**src/rtl/airlock_sequencer.sv**
```systemverilog
// airlock_sequencer: two-door airlock controller with pump phases, request arbitration and tick-based phase timing
module airlock_sequencer #(
    parameter int PUMP_TICKS = 5,
    parameter int DOOR_TICKS = 3,
    parameter int TW         = 8
) (
    input  logic clock,
    input  logic reset,
    input  logic tick,
    input  logic hold,
    input  logic req_in2out,
    input  logic req_out2in,
    output logic inner_open,
    output logic outer_open,
    output logic pump_fill,
    output logic pump_drain,
    output logic pressurized,
    output logic busy
);
    typedef enum logic [2:0] {IDLE, FILL, DRAIN, OPEN_IN, OPEN_OUT} state_t;
    state_t state, state_n;
    logic [TW-1:0] cnt, cnt_n;
    logic dir, dir_n;
    logic pend_i2o, pend_o2i, pi_n, po_n, press_n;
    logic adv, done, eff_i, eff_o, serve_i, serve_o;
    // Arbitration in IDLE, phase countdown and sequencing; dir=1 means an in2out transit
    always_comb begin
        adv     = tick & ~hold;
        done    = adv && cnt == ((state == FILL || state == DRAIN) ? TW'(PUMP_TICKS - 1) : TW'(DOOR_TICKS - 1));
        eff_i   = pend_i2o | req_in2out;
        eff_o   = pend_o2i | req_out2in;
        serve_i = eff_i & (~eff_o | pressurized);
        serve_o = eff_o & ~serve_i;
        state_n = state;
        cnt_n   = adv ? cnt + 1'b1 : cnt;
        dir_n   = dir;
        pi_n    = eff_i;
        po_n    = eff_o;
        press_n = pressurized;
        if (state == IDLE) begin
            cnt_n = '0;
            if (serve_i) begin
                state_n = pressurized ? OPEN_IN : FILL;
                dir_n   = 1'b1;
                pi_n    = 1'b0;
            end else if (serve_o) begin
                state_n = pressurized ? DRAIN : OPEN_OUT;
                dir_n   = 1'b0;
                po_n    = 1'b0;
            end
        end else if (done) begin
            cnt_n   = '0;
            press_n = state == FILL ? 1'b1 : state == DRAIN ? 1'b0 : pressurized;
            state_n = state == FILL    ? OPEN_IN :
                      state == DRAIN   ? OPEN_OUT :
                      state == OPEN_IN ? (dir ? DRAIN : IDLE) :
                                         (dir ? IDLE : FILL);
        end
    end
    // State register; reset drops every actuator immediately and forgets pending requests
    always_ff @(posedge clock or negedge reset) begin
        if (!reset) begin
            state       <= IDLE;
            cnt         <= '0;
            dir         <= 1'b0;
            pend_i2o    <= 1'b0;
            pend_o2i    <= 1'b0;
            pressurized <= 1'b1;
        end else begin
            state       <= state_n;
            cnt         <= cnt_n;
            dir         <= dir_n;
            pend_i2o    <= pi_n;
            pend_o2i    <= po_n;
            pressurized <= press_n;
        end
    end
    assign inner_open = state == OPEN_IN;
    assign outer_open = state == OPEN_OUT;
    assign pump_fill  = state == FILL;
    assign pump_drain = state == DRAIN;
    assign busy       = state != IDLE;
endmodule

```
**config.mk**
```make
export PLATFORM = sky130hd
export DESIGN_NAME = airlock_sequencer
export DESIGN_NICKNAME = d
export VERILOG_FILES = /design/src/rtl/airlock_sequencer.sv
export SDC_FILE = /design/constraint.sdc
export NUM_CORES = 1
export LEC_CHECK = 0
export CAP_MARGIN = 20
export CORE_MARGIN = 4
export CORE_UTILIZATION = 30
export CTS_BUF_LIST = sky130_fd_sc_hd__clkbuf_2 sky130_fd_sc_hd__clkbuf_4 sky130_fd_sc_hd__clkbuf_8
export CTS_CLUSTER_DIAMETER = 50
export CTS_CLUSTER_SIZE = 12
export DETAILED_ROUTE_END_ITERATION = 6
export PLACE_DENSITY_LB_ADDON = 0.2
export REMOVE_ABC_BUFFERS = 1
export SYNTH_ARGS = -nofsm -noshare
export SYNTH_HDL_FRONTEND = slang
export SYNTH_SLANG_ARGS = --single-unit
```
**constraint.sdc**
```tcl
create_clock -name clock -period 2.58 [get_ports clock]
set_clock_uncertainty 0.15 [all_clocks]
set_input_delay 0.387 -clock clock [delete_from_list [all_inputs] [get_ports clock]]
set_output_delay 0.387 -clock clock [all_outputs]
set_load 0.01 [all_outputs]
```
# Yosys cells after proc, flatten, opt, wreduce, memory -nomap -nowiden
# Cells that the tools add are included.
# totals
ff_bits,15
in_bits,6
out_inout_bits,6
# op_classes
add_sub_neg,1
n_eq_ne,6
n_mux,24
n_bitwise,10
reduce_logical,11
# op_table
cell,n
$mux W3,8
$mux W8,3
$mux W1,10
$add A8 B1 Y8 const B,1
$eq A8 B3 Y1,1
$eq A3 B2 Y1 const B,2
$mux W2,3
$reduce_bool A2 Y1,3
$reduce_bool A3 Y1,2
$not A1 Y1,4
$reduce_and A2 Y1,2
$and A1 B1 Y1,3
$eq A3 B1 Y1 const B,1
$eq A3 B3 Y1 const B,1
$logic_not A3 Y1,1
$ne A3 B3 Y1 const B,1
$or A1 B1 Y1,3
$reduce_and A3 Y1,1
$logic_and A1 B1 Y1,1
$logic_or A1 B1 Y1,1

# Logic depth before layout (Yosys ltp)
# Gate-level depths: netlist (run 1).
# depth
word_depth,9
mapped_depth,6

# Worst setup path after synthesis (run 1)
# No wires, ideal clock.
# synth_timing
kind,register to register
startpoint,reg cnt[4]
endpoint,reg state[1]
setup_time_ns,0.124
arrival_time_ns,1.667
required_ns,2.306
path_slack_ns,0.640
path_stages_with_launch,5
synth_period_minus_slack_ns,1.940
cell_sequence,dfrtp_1 -> or4_4 -> nor4_4 -> o211ai_2 -> a211o_1
# synth_between
elab_chain_cells,4
# synth_lines
item,line,text
start: declaration,22,"logic [TW-1:0] cnt, cnt_n;"
start signal: assignment,71,cnt <= cnt_n;
$eq A8 B3 Y1,29,done = adv && cnt == ((state == FILL || state == DRAIN) ? TW'(PUMP_TICKS - 1) : TW'(DOOR_TICKS - 1));
$logic_and A1 B1 Y1,29,
$reduce_bool A2 Y1 (no source line),-,
$reduce_and A2 Y1 (no source line),-,
end signal: assignment,70,state <= state_n;
end: declaration,21,"state_t state, state_n;"
# No other way between the ends.
# A chain may end at the register's enable or synchronous reset.

# Final worst setup path (run 1)
# layout_timing
startpoint,reg state[0]
endpoint,out pump_fill
# layout_between
elab_chain_cells,1
# layout_lines
item,line,text
$eq A3 B1 Y1,80,assign pump_fill = state == FILL;
end: declaration,15,"output logic pump_fill,"
# No other way between the ends.

==> impl_metrics.py, run 1 <==
metrics = {
    "status": {
        "status": "finished, final reports clean",
    },
    "worst_setup_path": {
        "critical-path-top-delay-family": "buffers and inverters",
        "slowest_stage": "clkdlybuf4s50_1",
        "crit_path_end": "pump_fill",
        "cp_num_cells": 3,
        "r2r_slack_ns": 0.53,
        "r2r_end": "cnt[1]",
        "critPathLaunch": "state[0]",
        "reg2regPathDepth": 4,
        "max_stage_delay_ns": 0.61,
        "crit_required_ns": 2.04,
        "path_class": "reg2out",
        "cp_cell_sequence": "inv_1 > nor3_1 > clkdlybuf4s50_1",
        "worstSetupStartpointType": "register",
        "critical_path_buf_inv_count": 2,
        "cp_max_fo": 8,
        "critPathCaptureType": "output port",
        "rr_startpoint": "cnt[4]",
        "cp.arrival_ns": 1.84,
    },
    "floorplanning": {
        "die-area_sq_um": 4100,
        "core_sq_um": 3030,
        "start_util_pct": 31.1,
        "row_count": 20,
        "die-width_um": 64.0,
        "ios": 12,
        "die_h_um": 64.0,
    },
    "global_route": {
        "grt_pass1_wl_um": 3440,
        "grt_use_total_pct": 10.8,
        "grt_start_max_net_pins": 16,
        "antenna_found_initial": 0,
        "grt_pass1_vias": 720,
        "grt-ovfl-total": 0,
    },
    "yosys": {
        "synthFlopType": "dfrtp_1",
        "netlist_area_sq_um": 941,
        "synth.most_common_cell": "dfrtp_1",
        "ys_ff_latch": 15,
        "synth_area_leaders": "dfrtp_1, xor2_1, nor3_1",
        "seq_area_frac_synth_pct": 40.0,
        "synth_top_area_share_pct": 37.2,
        "avgSynthCellArea_sq_um": 10.1,
        "synth_cells": 93,
        "synth_top_area_cell": "dfrtp_1",
        "synth-edff-count": 0,
        "async_reset_ff_share_pct": 100,
        "synth_cell_types": 37,
        "yosys_warnings": 0,
        "netlist_top_cells_count": "dfrtp_1, nor2_1, nor3_1",
    },
    "clocking": {
        "cts-root-buf": "clkbuf_4",
        "worstSkewPairLatency_ns": 0.28,
        "hold_buffers": 0,
        "post_cts_buffers": 0,
        "htreeDepth": 1,
        "cts_buffer_depth": 2,
        "cts_buffers": 3,
        "clock_sinks": 15,
        "path_clk_slew_ns": 0.09,
        "cts_tree": "built",
        "ctsResizeCount": 0,
    },
    "sta": {
        "fmax_mhz": 420,
        "whs_ns": 0.365,
        "slew-limit-headroom_pct": 53.5,
        "tightest_slew_ns": 0.695,
        "rsz0062_at_grt": "no",
        "tns_ns": 0,
        "layout_min_cycle_time_ns": 2.38,
        "hold_violations": 0,
        "report.final.slew_viol_count": 0,
        "finalCritPeriodShare_pct": 92.3,
        "fin_ws_ns": 0.199,
        "setup_viol": 0,
    },
    "power": {
        "power.switching_w": 0.000307,
        "seq_power_share_pct": 47.3,
        "leakage_nw": 0.441,
        "combPwrFrac_pct": 34.8,
        "peakVddDrop_v": 0.000348,
        "p_per_area_nw_per_um2": 753,
        "pwr-share-clk_pct": 17.9,
        "switching_share_pct": 37.8,
        "internal-power_w": 0.000504,
    },
    "routing": {
        "detail_route.iter0.violations": 29,
        "wl_per_cell_um": 13.5,
        "drt-pass1-iter-count": 4,
        "antenna_left": 0,
        "wl_um": 2010,
        "vias": 731,
        "drc": 0,
        "viasPerCell": 4.91,
    },
    "layout": {
        "fin_util_pct": 35.6,
        "fin_nets": 113,
        "antennaDiodeCount": 0,
        "drive_above_1_share_pct": 16.2,
        "syn2layout_area_growth_pct": 14.5,
    },
    "placed_design": {
        "numPortBuffers": 11,
        "dp_slack_ns": 0.343,
        "place_congestion": 0.750,
        "hpwl_um": 1480,
    },
    "worst_hold_path": {
        "hp-class": "in2async",
    },
    "job": {
        "max_cap_violations": 0,
    },
}
## stage by stage
step	total power (W)	cells	instance area, sq um
2_1_floorplan	0.000566	89	875
3_3_place_gp	0.000666	145	1050
3_5_place_dp	0.000668	145	1050
4_1_cts	0.000820	149	1080
5_1_grt	0.000886	149	1080
6_report	0.000811	149	1080
## placed cells by master (no fill, tap or decap)
master,instances
a211o_1,2
a211oi_1,1
a21oi_1,1
a22o_1,1
a31oi_1,1
and3_1,1
and3_2,2
buf_4,1
clkbuf_4,4
clkdlybuf4s50_1,11
clkinv_1,1
dfrtp_1,14
dfstp_2,1
ha_1,1
inv_1,5
nand3_1,4
nand4_1,2
nor2_1,10
nor2b_1,1
nor3_1,9
nor3_2,1
nor4_4,1
o2111ai_1,4
o211a_1,1
o211ai_1,1
o211ai_2,1
o21a_2,1
o21ai_0,6
o21ba_2,1
o22a_1,2
o31ai_1,1
or2b_2,3
or3_1,1
or4_4,1
xnor2_1,1
xor2_1,6
## kinds of logic (layout without fill, tap and decap cells)
| group | count (synthesis) | in the layout | synth area share [%] |
|---|---|---|---|
| buffers and inverters | 10 | 22 | 9.44 |
| xor gates and xnor gates | 7 | 7 | 6.52 |
| adders and majority gates | 1 | 1 | 1.33 |
| DFF | 15 | 15 | 40.0 |
| AOI/OAI and AO/OA | 24 | 24 | 19.5 |
| and+or+nand+nor | 36 | 36 | 23.1 |
## worst reg2reg max path: cells and delay by family, from the launching register on
family / cells / cell delay, ns
and+or+nand+nor: 2 / 0.96
AOI/OAI and AO/OA: 2 / 0.42
DFF: 1 / 0.41
## worst min path at each step
| stage | endpoint | depth (start not counted) | start |
|---|---|---|---|
| 2_1_floorplan | cnt[0] | 0 | reset |
| 3_5_place_dp | pressurized | 1 | pressurized |
| 3_3_place_gp | pend_o2i | 2 | pend_o2i |
| 4_1_cts | pend_o2i | 1 | reset |
| 6_report | pend_o2i | 1 | reset |
| 5_1_grt | pend_o2i | 1 | reset |
## layer usage
layer | vias up | global-route usage, % | routed length (um)
met4 | 0 | 3.77 | 29
met3 | 4 | 3.87 | 121
met1 | 344 | 13.3 | 904
li1 | 364 | - | -
met2 | 19 | 17.3 | 953
met5 | - | 0 | 0
## registers in the layout (all words and copies together) (netlist names)
| register | count |
|---|---|
| cnt | 8 |
| state | 3 |
| dir | 1 |
| pend_i2o | 1 |
| pend_o2i | 1 |
| pressurized | 1 |
## final cells by class
class                           instances  area [sq um]
Inverter                                6          22.5
Multi-Input combinational cell         68           475
Sequential cell                        15           377
Timing Repair Buffer                   12           118
Tap cell                               44          55.1
Clock buffer                            4          30.0
Fill cell                             309          1950
## power groups by stage
stage	Clock, W	Sequential (W)	Combinational (W)
floorplan	0	0.000362	0.000204
detailed placement	0	0.000386	0.000282
CTS	0.000154	0.000381	0.000285
global placement	0	0.000384	0.000282
finish	0.000145	0.000384	0.000282
global route	0.000173	0.000396	0.000317
Power figures use the tool's default switching activity.
==> run 2: changes to the inputs <==
--- a/config.mk
+++ b/config.mk
@@ -6,10 +6,11 @@
 export NUM_CORES = 1
 export LEC_CHECK = 0
 export CAP_MARGIN = 20
+export CORE_ASPECT_RATIO = 1.75
 export CORE_MARGIN = 4
 export CORE_UTILIZATION = 30
 export CTS_BUF_LIST = sky130_fd_sc_hd__clkbuf_2 sky130_fd_sc_hd__clkbuf_4 sky130_fd_sc_hd__clkbuf_8
-export CTS_CLUSTER_DIAMETER = 50
+export CTS_CLUSTER_DIAMETER = 60
 export CTS_CLUSTER_SIZE = 12
 export DETAILED_ROUTE_END_ITERATION = 6
 export PLACE_DENSITY_LB_ADDON = 0.2
==> run 2 against run 1 <==
  * Register-to-register slack hardly changed
  * Clock-buffer cell count unchanged
  * Hold slack gained 0.034 ns
  * Critical path type unchanged
  * Global-route usage is 0.87 points higher
  * Maximum frequency up 3.0%
  * Die area up 0.86%
  * Combinational power is essentially flat
  * Final cell count decreased by 1.3%
  * Setup slack better by 0.070 ns
  * Sequential power about the same
==> impl_metrics.py, run 2 (synthesis results as in run 1) <==
metrics = {
    "sta": {
        "tns_ns": 0,
        "report.final.slew_viol_count": 0,
        "slew-limit-headroom_pct": 53.6,
        "tightest_slew_ns": 0.693,
        "finalCritPeriodShare_pct": 89.6,
        "rsz0062_at_grt": "no",
        "fmax_mhz": 433,
        "layout_min_cycle_time_ns": 2.31,
        "hold_violations": 0,
        "setup_viol": 0,
        "fin_ws_ns": 0.268,
    },
    "clocking": {
        "hold_buffers": 0,
        "cts_buffers": 3,
        "cts_tree": "built",
        "post_cts_buffers": 0,
        "cts-root-buf": "clkbuf_8",
        "ctsResizeCount": 0,
        "path_clk_slew_ns": 0.06,
        "worstSkewPairLatency_ns": 0.24,
        "cts_buffer_depth": 2,
        "clock_sinks": 15,
        "htreeDepth": 1,
    },
    "power": {
        "leakage_nw": 0.449,
        "p_per_area_nw_per_um2": 796,
        "fin_total_pwr_w": 0.000871,
        "peakVddDrop_v": 0.000456,
    },
    "global_route": {
        "grt_start_max_net_pins": 16,
        "grt_use_total_pct": 11.7,
        "antenna_found_initial": 0,
        "grt-ovfl-total": 0,
        "grt_pass1_wl_um": 3640,
        "grt_pass1_vias": 755,
    },
    "floorplanning": {
        "start_util_pct": 31.8,
        "die-width_um": 50.3,
        "die_h_um": 82.1,
        "ios": 12,
        "core_sq_um": 2960,
        "die-area_sq_um": 4130,
        "row_count": 26,
    },
    "layout": {
        "largest_reg_flops": 8,
        "syn2layout_area_growth_pct": 16.2,
        "antennaDiodeCount": 0,
        "final_cell_mix": "dfrtp_1, clkdlybuf4s50_1, nor2_1, nor3_1",
        "fin_nets": 113,
        "final_area_sq_um": 1090,
        "drive_above_1_share_pct": 16.2,
        "final_common_cell": "dfrtp_1",
        "reg_top3": "cnt x8, state x3",
        "regMostFlops": "cnt",
    },
    "status": {
        "status": "finished, final reports clean",
    },
    "placed_design": {
        "hpwl_um": 1550,
        "numPortBuffers": 11,
        "dp_slack_ns": 0.371,
        "place_congestion": 0.858,
        "dpl-instance-area_sq_um": 1040,
    },
    "routing": {
        "vias": 731,
        "viasPerCell": 4.97,
        "drc": 0,
        "wl_um": 2050,
        "wl_per_cell_um": 13.9,
        "detail_route.iter0.violations": 10,
        "drt-pass1-iter-count": 4,
        "antenna_left": 0,
    },
    "worst_setup_path": {
        "crit_required_ns": 2.04,
        "critPathCaptureType": "output port",
        "critical_path_buf_inv_count": 2,
        "path_class": "reg2out",
        "max_stage_delay_ns": 0.60,
        "cp.arrival_ns": 1.77,
        "critical-path-top-delay-family": "buffers and inverters",
        "cp_max_fo": 8,
        "cp_cell_sequence": "inv_1 > nor3_1 > clkdlybuf4s50_1",
        "worstSetupStartpointType": "register",
        "slowest_stage": "clkdlybuf4s50_1",
    },
    "job": {
        "max_cap_violations": 0,
    },
    "worst_hold_path": {
        "hp-class": "reg2reg",
    },
}
==> run 2: final cells by class <==
type                       instances  area, sq um
inverter                           6         22.5
multi-input combinational         68          475
tap                               42         52.6
sequential                        15          377
fill                             313         1870
timing repair buffer              12          118
clock buffer                       4         48.8
==> run 2: report_power, final <==
group	switching [W]	leakage, nW	internal, W	total (W)
sequential	0.0000929	0.181	0.000291	0.000383
clock	0.0000857	0.0262	0.000120	0.000206
combinational	0.000138	0.242	0.000144	0.000282
==> run 2: final timing paths <==
| path | startpoint | slack, ns | depth (start not counted) | to |
|---|---|---|---|---|
| setup / recovery | state[0] | 0.27 | 3 | pump_fill |
| hold / removal | pend_o2i | 0.40 | 2 | pend_o2i |
| setup reg to reg | cnt[4] | 0.54 | 4 | state[1] |
| hold reg to reg | pend_o2i | 0.40 | 2 | pend_o2i |
| max in group asynchronous | reset | 1.43 | 1 | state[0] |
| min in group asynchronous | reset | 0.41 | 1 | state[1] |
==> run 2: layer usage <==
layer	global-route usage, %	share of wire, %	vias up
met5	0	0	-
met4	6.20	2.6	0
met3	2.36	3.5	4
met2	19.2	52	11
met1	14.1	41	351
li1	-	-	365
==> run 2: metrics by stage <==
step           cells  hold slack [ns]  util (%)
3_5_place_dp     143            0.389      35.3
3_3_place_gp     143            0.391      35.3
4_1_cts          147            0.404      36.9
6_report         147            0.399      36.9
2_1_floorplan     89          -0.0586         -
5_1_grt          147            0.435      36.9
==> run 2: tightest hold or removal path: stages (launching register included) <==
cell,delay (ns)
dfrtp_1,0.32
nor2_1,0.08
a21oi_1,0.11
